## src/rtl/interrupt_arb_pkg.sv

```systemverilog
// Shared definitions for the interrupt arbiter: FSM state encodings,
// default parameter values and the source-object width.
package interrupt_arb_pkg;

    localparam int DEF_NUM_SRC = 4;
    localparam int DEF_CTXW    = 9;
    localparam int DEF_TMO_W   = 24;
    localparam int OBJ_W       = 64;

    // One-hot state encoding: each state is a single register bit.
    typedef enum logic [2:0] {
        ST_IDLE  = 3'b001,
        ST_REQ   = 3'b010,
        ST_DRAIN = 3'b100
    } arb_state_e;

endpackage

```

## src/rtl/int_rr_pick.sv

```systemverilog
// Combinational rotate-priority picker: returns the first set request bit
// at or after rr_ptr, wrapping from N-1 back to 0.
module int_rr_pick #(
    parameter int N  = 4,
    parameter int IW = (N > 1) ? $clog2(N) : 1
) (
    input  logic [N-1:0]  req,
    input  logic [IW-1:0] rr_ptr,
    output logic          valid,
    output logic [IW-1:0] idx
);

    typedef logic [IW:0] wide_t;

    // Scan candidates in rotated order; the first hit wins.
    always_comb begin
        // NOTE: every output gets a default before the loop so no path leaves it unassigned (no latch).
        valid = 1'b0;
        idx   = '0;
        for (int i = 0; i < N; i++) begin
            wide_t cand;
            cand = wide_t'(rr_ptr) + wide_t'(i);
            if (cand >= wide_t'(N)) begin
                cand = cand - wide_t'(N);
            end
            if (!valid && req[cand[IW-1:0]]) begin
                valid = 1'b1;
                idx   = cand[IW-1:0];
            end
        end
    end

endmodule

```

## src/rtl/interrupt_arbiter.sv

```systemverilog
// Round-robin arbiter sharing one interrupt engine among NUM_SRC requesters.
// Drives the engine's level interrupt/interrupt_ack handshake and returns a
// one-cycle acknowledge pulse to the granted requester.
// Optional feature: define INT_ARB_WATCHDOG_EN to build the sticky
// handshake watchdog (timeout_flag); otherwise timeout_flag is tied low.
module interrupt_arbiter
    import interrupt_arb_pkg::*;
#(
    parameter int NUM_SRC = DEF_NUM_SRC,
    parameter int CTXW    = DEF_CTXW,
    parameter int TMO_W   = DEF_TMO_W
) (
    input  logic                     clk,
    input  logic                     resetn,
    input  logic [NUM_SRC-1:0]       src_req,
    input  logic [NUM_SRC*OBJ_W-1:0] src_obj,
    input  logic [NUM_SRC*CTXW-1:0]  src_ctx,
    output logic [NUM_SRC-1:0]       src_ack,
    output logic                     int_req,
    output logic [OBJ_W-1:0]         int_obj,
    output logic [CTXW-1:0]          int_ctx,
    input  logic                     int_ack,
    output logic                     busy,
    output logic                     timeout_flag,
    input  logic                     timeout_clr
);

    localparam int IW = $clog2(NUM_SRC);
    typedef logic [IW-1:0] idx_t;

    arb_state_e           state_q, state_d;
    idx_t                 rr_ptr_q, grant_q, pick_idx;
    logic                 pick_valid, load_grant, complete;
    logic [OBJ_W-1:0]     sel_obj, int_obj_q;
    logic [CTXW-1:0]      sel_ctx, int_ctx_q;
    logic [NUM_SRC-1:0]   ack_onehot, src_ack_q;
    logic                 int_req_q;

    int_rr_pick #(.N(NUM_SRC), .IW(IW)) u_pick (
        .req    (src_req),
        .rr_ptr (rr_ptr_q),
        .valid  (pick_valid),
        .idx    (pick_idx)
    );

    // Mux the winner's object/context and decode the held grant to one-hot.
    always_comb begin
        sel_obj    = '0;
        sel_ctx    = '0;
        ack_onehot = '0;
        for (int i = 0; i < NUM_SRC; i++) begin
            if (idx_t'(i) == pick_idx) begin
                sel_obj = src_obj[i*OBJ_W +: OBJ_W];
                sel_ctx = src_ctx[i*CTXW +: CTXW];
            end
            ack_onehot[i] = (idx_t'(i) == grant_q);
        end
    end

    // State register.
    always_ff @(posedge clk or negedge resetn) begin
        if (!resetn) begin
            state_q <= ST_IDLE;
        end else begin
            // NOTE: sequential state uses non-blocking assignment so all registers update together at the edge.
            state_q <= state_d;
        end
    end

    // Next-state logic: arbitrate in IDLE, wait for ack in REQ, wait for ack release in DRAIN.
    always_comb begin
        state_d    = state_q;
        load_grant = 1'b0;
        complete   = 1'b0;
        case (state_q)
            ST_IDLE: begin
                if (pick_valid) begin
                    load_grant = 1'b1;
                    state_d    = ST_REQ;
                end
            end
            ST_REQ: begin
                if (int_ack) begin
                    complete = 1'b1;
                    state_d  = ST_DRAIN;
                end
            end
            ST_DRAIN: begin
                if (!int_ack) begin
                    state_d = ST_IDLE;
                end
            end
            default: state_d = ST_IDLE;
        endcase
    end

    // Grant capture, engine request, completion pulse and round-robin pointer.
    always_ff @(posedge clk or negedge resetn) begin
        if (!resetn) begin
            grant_q   <= '0;
            rr_ptr_q  <= '0;
            int_obj_q <= '0;
            int_ctx_q <= '0;
            int_req_q <= 1'b0;
            src_ack_q <= '0;
        end else begin
            src_ack_q <= '0;
            if (load_grant) begin
                grant_q   <= pick_idx;
                int_obj_q <= sel_obj;
                int_ctx_q <= sel_ctx;
                int_req_q <= 1'b1;
            end
            if (complete) begin
                int_req_q <= 1'b0;
                src_ack_q <= ack_onehot;
                rr_ptr_q  <= (grant_q == idx_t'(NUM_SRC - 1)) ? '0 : grant_q + idx_t'(1);
            end
        end
    end

    assign int_req = int_req_q;
    assign int_obj = int_obj_q;
    assign int_ctx = int_ctx_q;
    assign src_ack = src_ack_q;
    assign busy    = (state_q != ST_IDLE);

`ifdef INT_ARB_WATCHDOG_EN
    logic [TMO_W-1:0] tmo_cnt_q, tmo_cnt_d;
    logic             tmo_set, tmo_flag_q;

    // Watchdog count: cleared on grant, saturating count while the handshake is open.
    always_comb begin
        tmo_cnt_d = tmo_cnt_q;
        if (load_grant) begin
            tmo_cnt_d = '0;
        end else if (busy && (tmo_cnt_q != '1)) begin
            tmo_cnt_d = tmo_cnt_q + TMO_W'(1);
        end
        tmo_set = busy && (tmo_cnt_d == '1);
    end

    // Counter and sticky flag; a set in the same cycle as a clear wins.
    always_ff @(posedge clk or negedge resetn) begin
        if (!resetn) begin
            tmo_cnt_q  <= '0;
            tmo_flag_q <= 1'b0;
        end else begin
            tmo_cnt_q <= tmo_cnt_d;
            if (tmo_set) begin
                tmo_flag_q <= 1'b1;
            end else if (timeout_clr) begin
                tmo_flag_q <= 1'b0;
            end
        end
    end

    assign timeout_flag = tmo_flag_q;
`else
    logic unused_timeout_clr;
    assign unused_timeout_clr = timeout_clr;
    assign timeout_flag       = 1'b0;
`endif

endmodule

```

## config.mk

```make
export PLATFORM = sky130hd
export DESIGN_NAME = interrupt_arbiter
export DESIGN_NICKNAME = d
export VERILOG_FILES = /design/src/rtl/interrupt_arb_pkg.sv /design/src/rtl/int_rr_pick.sv /design/src/rtl/interrupt_arbiter.sv
export SDC_FILE = /design/constraint.sdc
export NUM_CORES = 1
export LEC_CHECK = 0
export CORE_AREA = 2 2 147 149
export CTS_BUF_LIST = sky130_fd_sc_hd__clkbuf_16
export DETAILED_ROUTE_END_ITERATION = 6
export DIE_AREA = 0 0 149 151
export GPL_TIMING_DRIVEN = 0
export PLACE_DENSITY = 0.7
export SYNTH_ARGS = -nofsm -noshare
export SYNTH_HDL_FRONTEND = slang
export SYNTH_SLANG_ARGS = --single-unit
```

## constraint.sdc

```tcl
create_clock -name clk -period 1.75 [get_ports clk]
set_input_delay 0.175 -clock clk [delete_from_list [all_inputs] [get_ports clk]]
set_output_delay 0.175 -clock clk [all_outputs]
set_load 0.05 [all_outputs]
```

==> summary.md, run 1 <==
| Metric | Value |
|---|---|
| Cell Area, Synth | `approximately 6400 um^2` |
| Design Power | `a little under 20 mW` |
| Post-synthesis net count | `958` |
| Most frequent cells in the layout | `354 x clkdlybuf4s50_1, 83 x dfrtp_1, 76 x nand2_1, 74 x a21o_1, 73 x nand4_1` |
| Layout Skew | `between 10 and 15 ps` |
| Core area | `roughly 21000 um^2` |
| Die ar. | `22500 um^2` |
| NetSw | `roughly 9.4 mW` |
| DP HPWL | `21400 um` |
| Filler cells | `between 1500 and 2000` |
| Hold Crit Class | `in -> async` |
| Number of global-route vias before repair | `~7300` |
| Area growth syn-to-layout | `85.6%` |
| Worst Setup Start Kind | `flip-flop` |
| Place WS | `-798 ps` |
| Unique masters post-synth | `40` |
| TNS Setup | `-8500 ps` |
| Buffers on Ports | `about 380` |
| Worst slew pin tran | `about 620 ps` |
| Height of the die | `151 um` |
| Layout cells sized above 1 | `0.246` |
| H-tree levels | `3` |
| Post-DRT Antenna Nets | `0` |
| Via density | `around 5.4` |
| Worst skew pair latency | `between 300 and 400 ps` |
| Die width | `about 150 um` |
| Endpoints failing setup | `between 70 and 80` |
| Worst R2R Path Depth | `8` |
| Starting Density | `0.309` |
| Failing checks | `negative setup slack` |
| Reg clk slew, reported paths | `70 ps` |
| TritonRoute pass-1 iters | `4` |
| Max_cap viols | `0` |
| Peak VDD IR | `803 uV` |
| Final GP Congestion | `0.854` |
| Synth Register Bits | `85` |
| Final period utilization | `1.09` |
| Min cycle time layout | `between 1500 and 2000 ps` |
| Worst R2R Setup Slack | `-160 ps` |
| Worst EP arrival | `about 2100 ps` |
| Critical-path cell list | `nor2b_4 -> o21a_4 -> nor3_4 -> buf_6 -> clkbuf_16 -> clkbuf_16 -> mux2i_2 -> o211ai_2` |
| Critical path data required time | `just under 2000 ps` |
| Nets@finish | `around 1400` |
| Mean post-synth cell area | `9.85 um^2` |
| Max-Slew Margin vs Limit | `0.585` |
| Setup WS post-layout | `-157 ps` |
| Crit Path Max Fanout | `6` |
| Vias | `7200` |
| DRT Wirelength | `between 30000 and 40000 um` |
| Gate power share | `0.726` |
| Gate Count Post-Synth | `approximately 650` |
| Outcome | `complete, but fails checks` |
| R2r startpoint | `rr_ptr_q[1]` |
| Antenna violations before repair | `2` |
| Hold Vio Cnt, Final | `0` |
| Clk pwr share | `0.096` |
| Largest net degree at the start of global routing | `46` |
| Most common cell after layout, fill and taps aside | `clkdlybuf4s50_1` |
| Gr ovfl total | `0` |
| Total CTS buffers | `9` |
| Num Clock Sinks | `85` |
| Row count | `53` |
| Max Fclk | `between 0.5 and 0.6 GHz` |
| Register area share after synthesis | `0.331` |
| Final cell count without fillers | `approximately 1300` |
| Leakage power | `5.00 nW` |
| Crit path largest cell delay | `roughly 440 ps` |
| Switch share | `0.487` |
| First-pass GRT wire length | `about 43000 um` |
| Placed cells | `approximately 1300` |
| CP Capture Type | `flip-flop` |
| Power density cells | `roughly 1600 nW/um^2` |
| Drt initial violations | `approximately 270` |
| Max Root-Sink Buffers | `2` |
| Sequential power share | `0.178` |
| # DRC | `0` |
| Final Max Tran Viols | `0` |
| Worst path slowest cell | `dfrtp_2` |
| CP Class | `reg -> reg` |
| Final Core Density | `0.574` |
| Reg2reg end | `int_obj[11]` |
| IO Pins | `380` |
| GR Util All Layers | `0.253` |
| Root Buffer Master | `clkbuf_16` |
| Routed len/inst | `22.3 um` |
| Ys Warns | `0` |
| CP dominant cell by count | `clkbuf_16` |
| RSZ-0062 raised after global routing | `yes` |
| Pint | `9.86 mW` |
| TritonCTS clock tree | `yes` |
==> layout make-up <==
type / instances / area (um^2) / area share
diodes: 2 / 5.00 / 0.000419
plain buffers: 79 / 671 / 0.0561
clock buffers: 9 / 225 / 0.0188
clock inverters: 7 / 43.8 / 0.00366
inverters: 2 / 7.51 / 0.000628
multi-input cells: 487 / 4400 / 0.368
flip-flops and latches: 85 / 2130 / 0.178
well taps: 275 / 344 / 0.0288
repair buffers: 399 / 4120 / 0.345
==> cells in the mapped netlist, drive strengths merged <==
master	number	area [um^2]
or3b	2	17.5
or2	2	12.5
nor2b	1	6.26
ha	4	50.1
nor3	1	10.0
nor3b	2	15.0
clkbuf	40	150
conb	1	3.75
nor2	9	36.3
or4	1	11.3
o21a	1	8.76
dfrtp	84	2100
xnor2	1	8.76
and4bb	1	12.5
a211o	1	8.76
o211ai	73	898
o31ai	73	548
nand2	76	285
nand2b	3	26.3
dfstp	1	26.3
nand3b	1	11.3
buf	40	334
inv	2	7.51
a21o	75	563
a21oi	2	10.0
nand3	1	10.0
nand4	73	457
mux2i	73	731
and2	4	25.0
o21ai	3	18.8
mux2	3	33.8
==> registers in the layout, summed over array words and instances (netlist names) <==
register and cells:
int_obj 64, int_ctx 9, src_ack 4, state_q 3, grant_q 2, rr_ptr_q 2, int_req 1
==> timing repair <==
| item | CTS | global route |
|---|---|---|
| hold endpoints to repair | 40 | 0 |
| setup endpoints to repair | 82 | 87 |
| cloned | 4 | 4 |
| buffers inserted | 13 | 0 |
| resized for setup | 149 | 63 |
| hold buffers | 1 | 0 |
| pin swaps | 1 | 5 |
==> per-layer routing <==
layer | global-route usage | share of wire | wire [um] | vias to the layer above
met5 | 0 | 0 | 0 | -
met4 | 0.102 | 0.031 | 927 | 0
met3 | 0.0654 | 0.079 | 2370 | 48
met2 | 0.450 | 0.51 | 15300 | 323
met1 | 0.289 | 0.38 | 11400 | 3471
li1 | - | - | - | 3358
==> worst max-delay path, delay by kind of cell, from the launching register on <==
family	cells	cell delay, ps
AO/OA/AOI/OAI	2	310
buffers and inverters	3	490
flip-flops	1	440
multiplexers	1	220
AND/OR/NAND/NOR	2	320
==> worst max-delay path by stage <==
stage           startpoint     endpoint  slack (ps)  cells after the start
6_report       rr_ptr_q[1]  int_obj[11]        -160                      8
2_1_floorplan   state_q[0]   int_ctx[8]        -140                      7
5_1_grt        rr_ptr_q[1]  int_obj[31]        -250                      8
3_3_place_gp        resetn   int_obj[0]       -3040                      1
3_5_place_dp    src_req[2]  int_obj[37]        -800                      8
4_1_cts        rr_ptr_q[1]  int_obj[24]        -130                      9
==> logic make-up (layout without fill, tap and decap cells) <==
kind of cell	Yosys count	in the layout	synth area share
and+or+nand+nor	177	177	0.145
xor gates and xnor gates	1	1	0.00136
other	1	3	0.000582
AOI/OAI and AO/OA	228	228	0.319
muxes	76	76	0.119
buffers and inverters	82	496	0.0764
DFF	85	85	0.331
adders and majority gates	4	4	0.00777
==> stage by stage <==
step / area [um^2] / hold slack [ps]
after floorplan: 6440 / -121
after global placement: 10600 / 476
after detailed placement: 10600 / 219
after CTS: 11600 / 379
after global routing: 11900 / 408
final: 12000 / 362
==> power by group through the flow <==
stage               combinational [mW]  clock [mW]  sequential [mW]
floorplan                         5.36           0             6.24
global placement                  12.0           0             3.44
detailed placement                12.2           0             3.46
CTS                               13.4        1.91             3.42
global route                      14.8        1.96             3.53
finish                            14.0        1.84             3.42
(Power assumes the default switching activity.)
==> run 2, diff against run 1 <==
--- a/config.mk
+++ b/config.mk
@@ -5,12 +5,12 @@
 export SDC_FILE = /design/constraint.sdc
 export NUM_CORES = 1
 export LEC_CHECK = 0
-export CORE_AREA = 2 2 147 149
+export CORE_AREA = 2 2 148 150
 export CTS_BUF_LIST = sky130_fd_sc_hd__clkbuf_16
 export DETAILED_ROUTE_END_ITERATION = 6
-export DIE_AREA = 0 0 149 151
+export DIE_AREA = 0 0 150 152
 export GPL_TIMING_DRIVEN = 0
-export PLACE_DENSITY = 0.7
+export PLACE_DENSITY = 0.67
 export SYNTH_ARGS = -nofsm -noshare
 export SYNTH_HDL_FRONTEND = slang
 export SYNTH_SLANG_ARGS = --single-unit
==> constraint.sdc (replaced) <==
create_clock -name clk -period 1.9 [get_ports clk]
set_input_delay 0.19 -clock clk [delete_from_list [all_inputs] [get_ports clk]]
set_output_delay 0.19 -clock clk [all_outputs]
set_load 0.05 [all_outputs]
==> run 2 against run 1 <==
The flow still finishes with violations (negative setup slack). Cell area up 0.72%. Worst setup slack better by 150 ps. Power down 5.3%.
==> summary.md, run 2 (synthesis gave the netlist of run 1 again) <==
| Metric | Value |
|---|---|
| Outcome | `complete, but fails checks` |
| Failing checks | `negative setup slack` |
| Max-Slew Margin vs Limit | `0.584 (-0.00113)` |
| Crit Path Max Fanout | `7 (+1)` |
| Place WS | `-652 ps (+147 ps)` |
| Final cell count without fillers | `1354 (+0.67%)` |
| TritonRoute pass-1 iters | `5 (+1)` |
| H-tree levels | `3 (unchanged)` |
| Core area | `21400 um^2 (+2.5%)` |
| Root Buffer Master | `clkbuf_16` |
| CP Capture Type | `flip-flop` |
| Worst Setup Start Kind | `flip-flop` |
| Vias | `7142 (-0.81%)` |
| Final GP Congestion | `0.824 (-3.5%)` |
| Hold Vio Cnt, Final | `0 (unchanged)` |
| Area post-placement | `10600 um^2 (about the same)` |
| # DRC | `0 (unchanged)` |
| Most frequent cells in the layout | `374 x clkdlybuf4s50_1, 83 x dfrtp_1, 76 x nand2_1, 74 x a21o_1, 73 x nand4_1` |
| Layout Skew | `7.44 ps (-3.59 ps)` |
| Max_cap viols | `0 (unchanged)` |
| Peak VDD IR | `781 uV (-2.7%)` |
| Leakage power | `4.96 nW (-0.79%)` |
| Critical path data required time | `2170 ps (+190 ps)` |
| Via density | `5.27 (-1.5%)` |
| IO Pins | `380 (unchanged)` |
| Nets@finish | `1370 (+0.22%)` |
| Largest net degree at the start of global routing | `46 (unchanged)` |
| Num Clock Sinks | `85 (unchanged)` |
| TritonCTS clock tree | `yes` |
| GR Util All Layers | `0.244 (-0.00841)` |
| Buffers on Ports | `377 (unchanged)` |
| Setup WS post-layout | `-5.69 ps (+151 ps)` |
| Total CTS buffers | `9 (unchanged)` |
| Finished Cell Area | `12000 um^2 (+0.72%)` |
| Max reg flops | `64 (unchanged)` |
| Drt initial violations | `238 (-11%)` |
| Height of the die | `152 um (+0.66%)` |
| Max Root-Sink Buffers | `2 (unchanged)` |
| Max Fclk | `0.525 GHz (about the same)` |
| Worst slew pin tran | `624 ps (+1.69 ps)` |
| Final period utilization | `1.00 (-0.0865)` |
| Die width | `150 um (+0.67%)` |
| Row count | `54 (+1.9%)` |
| Starting Density | `0.302 (-0.00765)` |
| Hold Crit Class | `in -> async` |
| Most common cell after layout, fill and taps aside | `clkdlybuf4s50_1` |
| CP Class | `reg -> reg` |
| Area growth syn-to-layout | `86.9%` |
| Placed cells | `1312 (+0.38%)` |
| Antenna violations before repair | `4 (+2)` |
| Endpoints failing setup | `6 (-92%)` |
| Die ar. | `22800 um^2 (+1.3%)` |
| DP HPWL | `21200 um (-0.77%)` |
| Routed len/inst | `22.1 um (-1.0%)` |
| Min cycle time layout | `1910 ps (-0.958 ps)` |
| Layout cells sized above 1 | `0.249 (+0.00305)` |
| Final Max Tran Viols | `0 (unchanged)` |
| Worst EP arrival | `2180 ps (+40 ps)` |
| Number of global-route vias before repair | `7407 (+0.90%)` |
| DRT Wirelength | `29900 um (-0.37%)` |
| Power density cells | `1510 nW/um^2 (-6.0%)` |
| First-pass GRT wire length | `43100 um (+0.56%)` |
| Worst skew pair latency | `350 ps (about the same)` |
| Reg clk slew, reported paths | `70 ps (about the same)` |
| Gr ovfl total | `0 (unchanged)` |
| Post-DRT Antenna Nets | `0 (unchanged)` |
| RSZ-0062 raised after global routing | `yes` |
[run 2: path summary, 6_finish.rpt]
check	slack [ps]	to	cells after the start	from
max	-6	int_obj[63]	7	state_q[0]
min	400	int_obj[25]	2	resetn
max reg2reg	-6	int_obj[63]	7	state_q[0]
min reg2reg	500	int_obj[17]	2	int_obj[17]
max in group asynchronous	810	state_q[0]	3	resetn
min in group clk	490	state_q[2]	2	int_ack
[run 2: cell type report]
cell class	count	area, um^2
fillers	1883	9310
multi-input cells	487	4290
repair buffers	402	4260
flip-flops and latches	85	2130
plain buffers	79	672
well taps	280	350
clock buffers	9	225
clock inverters	7	97.6
inverters	2	7.51
diodes	3	7.51
[run 2: power breakdown]
part	leakage, nW	switching [mW]	internal, mW
clock network	0.154	0.826	1.16
logic	3.74	7.35	5.70
registers	1.06	0.502	2.68
total	4.96	8.68	9.54
[run 2: repair_timing]
item                       in CTS  in global routing
pin swaps                       1                  2
cloned                          2                 14
setup endpoints to repair      72                 71
hold buffers                    1                  0
gates resized for setup        82                111
hold endpoints to repair       40                  0
buffers inserted                5                  2
[run 2: through the flow]
stage	power [mW]	hold WS (ps)	TNS, ps	util
6_report	18.2	396	-21.6	0.564
5_1_grt	19.2	463	-1930	0.564
4_1_cts	17.0	419	-742	0.528
3_5_place_dp	14.4	240	-43010	0.496
3_3_place_gp	14.3	474	-287840	0.495
2_1_floorplan	10.7	-106	0	-
[run 2: worst max-delay path: stages, from the launching register on]
cell and delay, ps:
dfstp_2 530, or3b_4 380, nand2b_4 150, a21o_4 210
clkbuf_16 180, clkbuf_16 160, a21o_1 160, o211ai_2 60
[run 2: metal layers]
| metal | up-vias | wire (um) | GRT usage |
|---|---|---|---|
| li1 | 3355 | - | - |
| met1 | 3445 | 11800 | 0.293 |
| met2 | 310 | 15300 | 0.432 |
| met3 | 32 | 2270 | 0.0631 |
| met4 | 0 | 535 | 0.0597 |
| met5 | - | 0 | 0 |
==> run 3, diff against run 2 <==
==> constraint.sdc (replaced) <==
create_clock -name clk -period 1.9 [get_ports clk]
set_input_delay 0.38 -clock clk [delete_from_list [all_inputs] [get_ports clk]]
set_output_delay 0.38 -clock clk [all_outputs]
set_load 0.05 [all_outputs]
==> run 3 against run 2 <==
The flow still finishes with violations (negative setup slack). Sequential share of layout area up 0.16 points. Final cell count down 0.30%. Fmax down 3.3%. Critical path depth up 2. Flip-flop and latch count unchanged. Clock power about the same. Power down 2.9%. Global-route usage up 0.37 points. Register-to-register slack worse by 70 ps. Via count up 0.41%.
==> summary.md, run 3 (synthesis gave the netlist of run 1 again) <==
| Metric | Value |
|---|---|
| Setup WS post-layout | `-70.7 ps (-65.0 ps)` |
| GR Util All Layers | `0.248 (+0.00373)` |
| CP Class | `reg -> reg` |
| Final Max Tran Viols | `0 (unchanged)` |
| Largest delay share family, worst path | `buffers and inverters` |
| Final GP Congestion | `0.824 (unchanged)` |
| Most common cell after layout, fill and taps aside | `clkdlybuf4s50_1` |
| Starting Density | `0.302 (unchanged)` |
| Buffers on Ports | `377 (unchanged)` |
| CP Capture Type | `flip-flop` |
| Layout Skew | `8.78 ps (+1.34 ps)` |
| First-pass GRT wire length | `43600 um (+1.2%)` |
| Number of global-route vias before repair | `7463 (+0.76%)` |
| Critical-path cell list | `nor2b_4 -> o21a_2 -> nor3_4 -> buf_6 -> buf_12 -> buf_12 -> buf_16 -> mux2i_4 -> o211ai_2` |
| Min cycle time layout | `1970 ps (+65.0 ps)` |
| CP dominant cell by count | `buf_12` |
| Endpoints failing setup | `31 (+25)` |
| Max reg flops | `64 (unchanged)` |
| Post-DRT Antenna Nets | `0 (unchanged)` |
| Root Buffer Master | `clkbuf_16` |
| Nets@finish | `1366 (-0.29%)` |
| Peak VDD IR | `739 uV (-5.3%)` |
| Num Clock Sinks | `85 (unchanged)` |
| IO Pins | `380 (unchanged)` |
| Worst EP arrival | `2190 ps (about the same)` |
| Drt initial violations | `286 (+20%)` |
| Hold Crit Class | `in -> async` |
| Hold Vio Cnt, Final | `0 (unchanged)` |
| TritonCTS clock tree | `yes` |
| Row count | `54 (unchanged)` |
| Vias | `7171 (+0.41%)` |
| Power density cells | `1480 nW/um^2 (-2.0%)` |
| Final period utilization | `1.04 (+0.0342)` |
| Worst Setup Start Kind | `flip-flop` |
| Leakage power | `5.30 nW (+7.0%)` |
| Critical path data required time | `2120 ps (-50 ps)` |
| Most frequent cells in the layout | `297 x clkdlybuf4s50_1, 84 x dfrtp_1, 76 x nand2_1, 74 x a21o_1, 73 x nand4_1` |
| Max Fclk | `0.507 GHz (-3.3%)` |
| Reg clk slew, reported paths | `60 ps (about the same)` |
| TritonRoute pass-1 iters | `5 (unchanged)` |
| Core area | `21400 um^2 (unchanged)` |
| Die width | `150 um (unchanged)` |
| CTS Hold Bufs | `0 (-1)` |
| Height of the die | `152 um (unchanged)` |
| Crit Path Max Fanout | `7 (unchanged)` |
| Failing checks | `negative setup slack` |
| Buf+Inv Stages, Crit Path | `4 (+2)` |
| Worst skew pair latency | `350 ps (about the same)` |
| Routed len/inst | `21.9 um (-0.71%)` |
| RSZ-0062 raised after global routing | `yes` |
| Worst path slowest cell | `dfrtp_1` |
| Max Root-Sink Buffers | `2 (unchanged)` |
| Largest net degree at the start of global routing | `46 (unchanged)` |
| DP HPWL | `21200 um (unchanged)` |
| Gr ovfl total | `0 (unchanged)` |
| # DRC | `0 (unchanged)` |
| Crit path largest cell delay | `420 ps (-110 ps)` |
| Total CTS buffers | `9 (unchanged)` |
| Via density | `5.31 (+0.70%)` |
| DRT Wirelength | `29600 um (-1.0%)` |
| Layout cells sized above 1 | `0.241 (-0.00844)` |
| Design Power | `17.7 mW (-2.9%)` |
| Antenna violations before repair | `4 (unchanged)` |
| Max-Slew Margin vs Limit | `0.590 (+0.00640)` |
| H-tree levels | `3 (unchanged)` |
| Area growth syn-to-layout | `85.2%` |
| Final Core Density | `0.558 (-0.00527)` |
| Die ar. | `22800 um^2 (unchanged)` |
| Outcome | `complete, but fails checks` |
| Worst slew pin tran | `614 ps (-9.60 ps)` |
| Max_cap viols | `0 (unchanged)` |
==> run 3: stage by stage <==
step | TNS, ps | setup WS (ps) | hold WS (ps) | std cells | cell area, um^2
after CTS | -129 | -37.6 | 56.2 | 1341 | 11400
after detailed placement | -57450 | -842 | 430 | 1312 | 10600
after global placement | -318420 | -3130 | 474 | 1311 | 10600
after global routing | -4240 | -117 | 66.9 | 1350 | 11900
after floorplan | 0 | 8.80 | 84.4 | 654 | 6440
final | -558 | -70.7 | 38.6 | 1350 | 11900
==> run 3: final cells by class <==
type	count	area, um^2
diodes	3	7.51
plain buffers	79	674
clock buffers	9	225
clock inverters	7	97.6
fillers	1913	9430
inverters	2	7.51
multi-input cells	487	4300
flip-flops and latches	85	2130
well taps	280	350
repair buffers	398	4130
==> run 3: power breakdown <==
| part | internal, mW | switching [mW] | total, mW | leakage (nW) |
|---|---|---|---|---|
| sequential | 2.68 | 0.463 | 3.14 | 1.06 |
| clock | 1.16 | 0.825 | 1.98 | 0.154 |
| combinational | 5.26 | 7.31 | 12.6 | 4.09 |
| total | 9.09 | 8.60 | 17.7 | 5.30 |
==> run 3: final timing paths <==
path,from,to,slack [ps],cells past startpoint
worst max-delay path,rr_ptr_q[1],int_obj[32],-70,9
worst min register to register,int_obj[19],int_obj[19],490,2
max in group asynchronous,resetn,state_q[0],1170,2
worst max register to register,rr_ptr_q[1],int_obj[32],-70,9
min in group clk,int_obj[19],int_obj[19],490,2
worst min-delay path,resetn,int_obj[25],40,1
==> run 3: worst register-to-register path: stages, from the launching register on <==
cell	delay (ps)
dfrtp_1	420
nor2b_4	150
o21a_2	230
nor3_4	170
buf_6	140
buf_12	150
buf_12	130
buf_16	130
mux2i_4	250
o211ai_2	90
==> run 3: routing by layer <==
layer,track usage,wire (um),share of wire
met1,0.295,11500,0.39
met2,0.441,15400,0.52
met3,0.0625,2310,0.078
met4,0.0660,390,0.013
met5,0,0,0
==> run 3: timing repair <==
| item | CTS | global route |
|---|---|---|
| endpoints found under the hold margin | 0 | 0 |
| setup buffers | 9 | 0 |
| gates cloned | 5 | 6 |
| gates resized for setup | 168 | 101 |
| setup endpoints to repair | 127 | 92 |
| pin swaps | 3 | 5 |
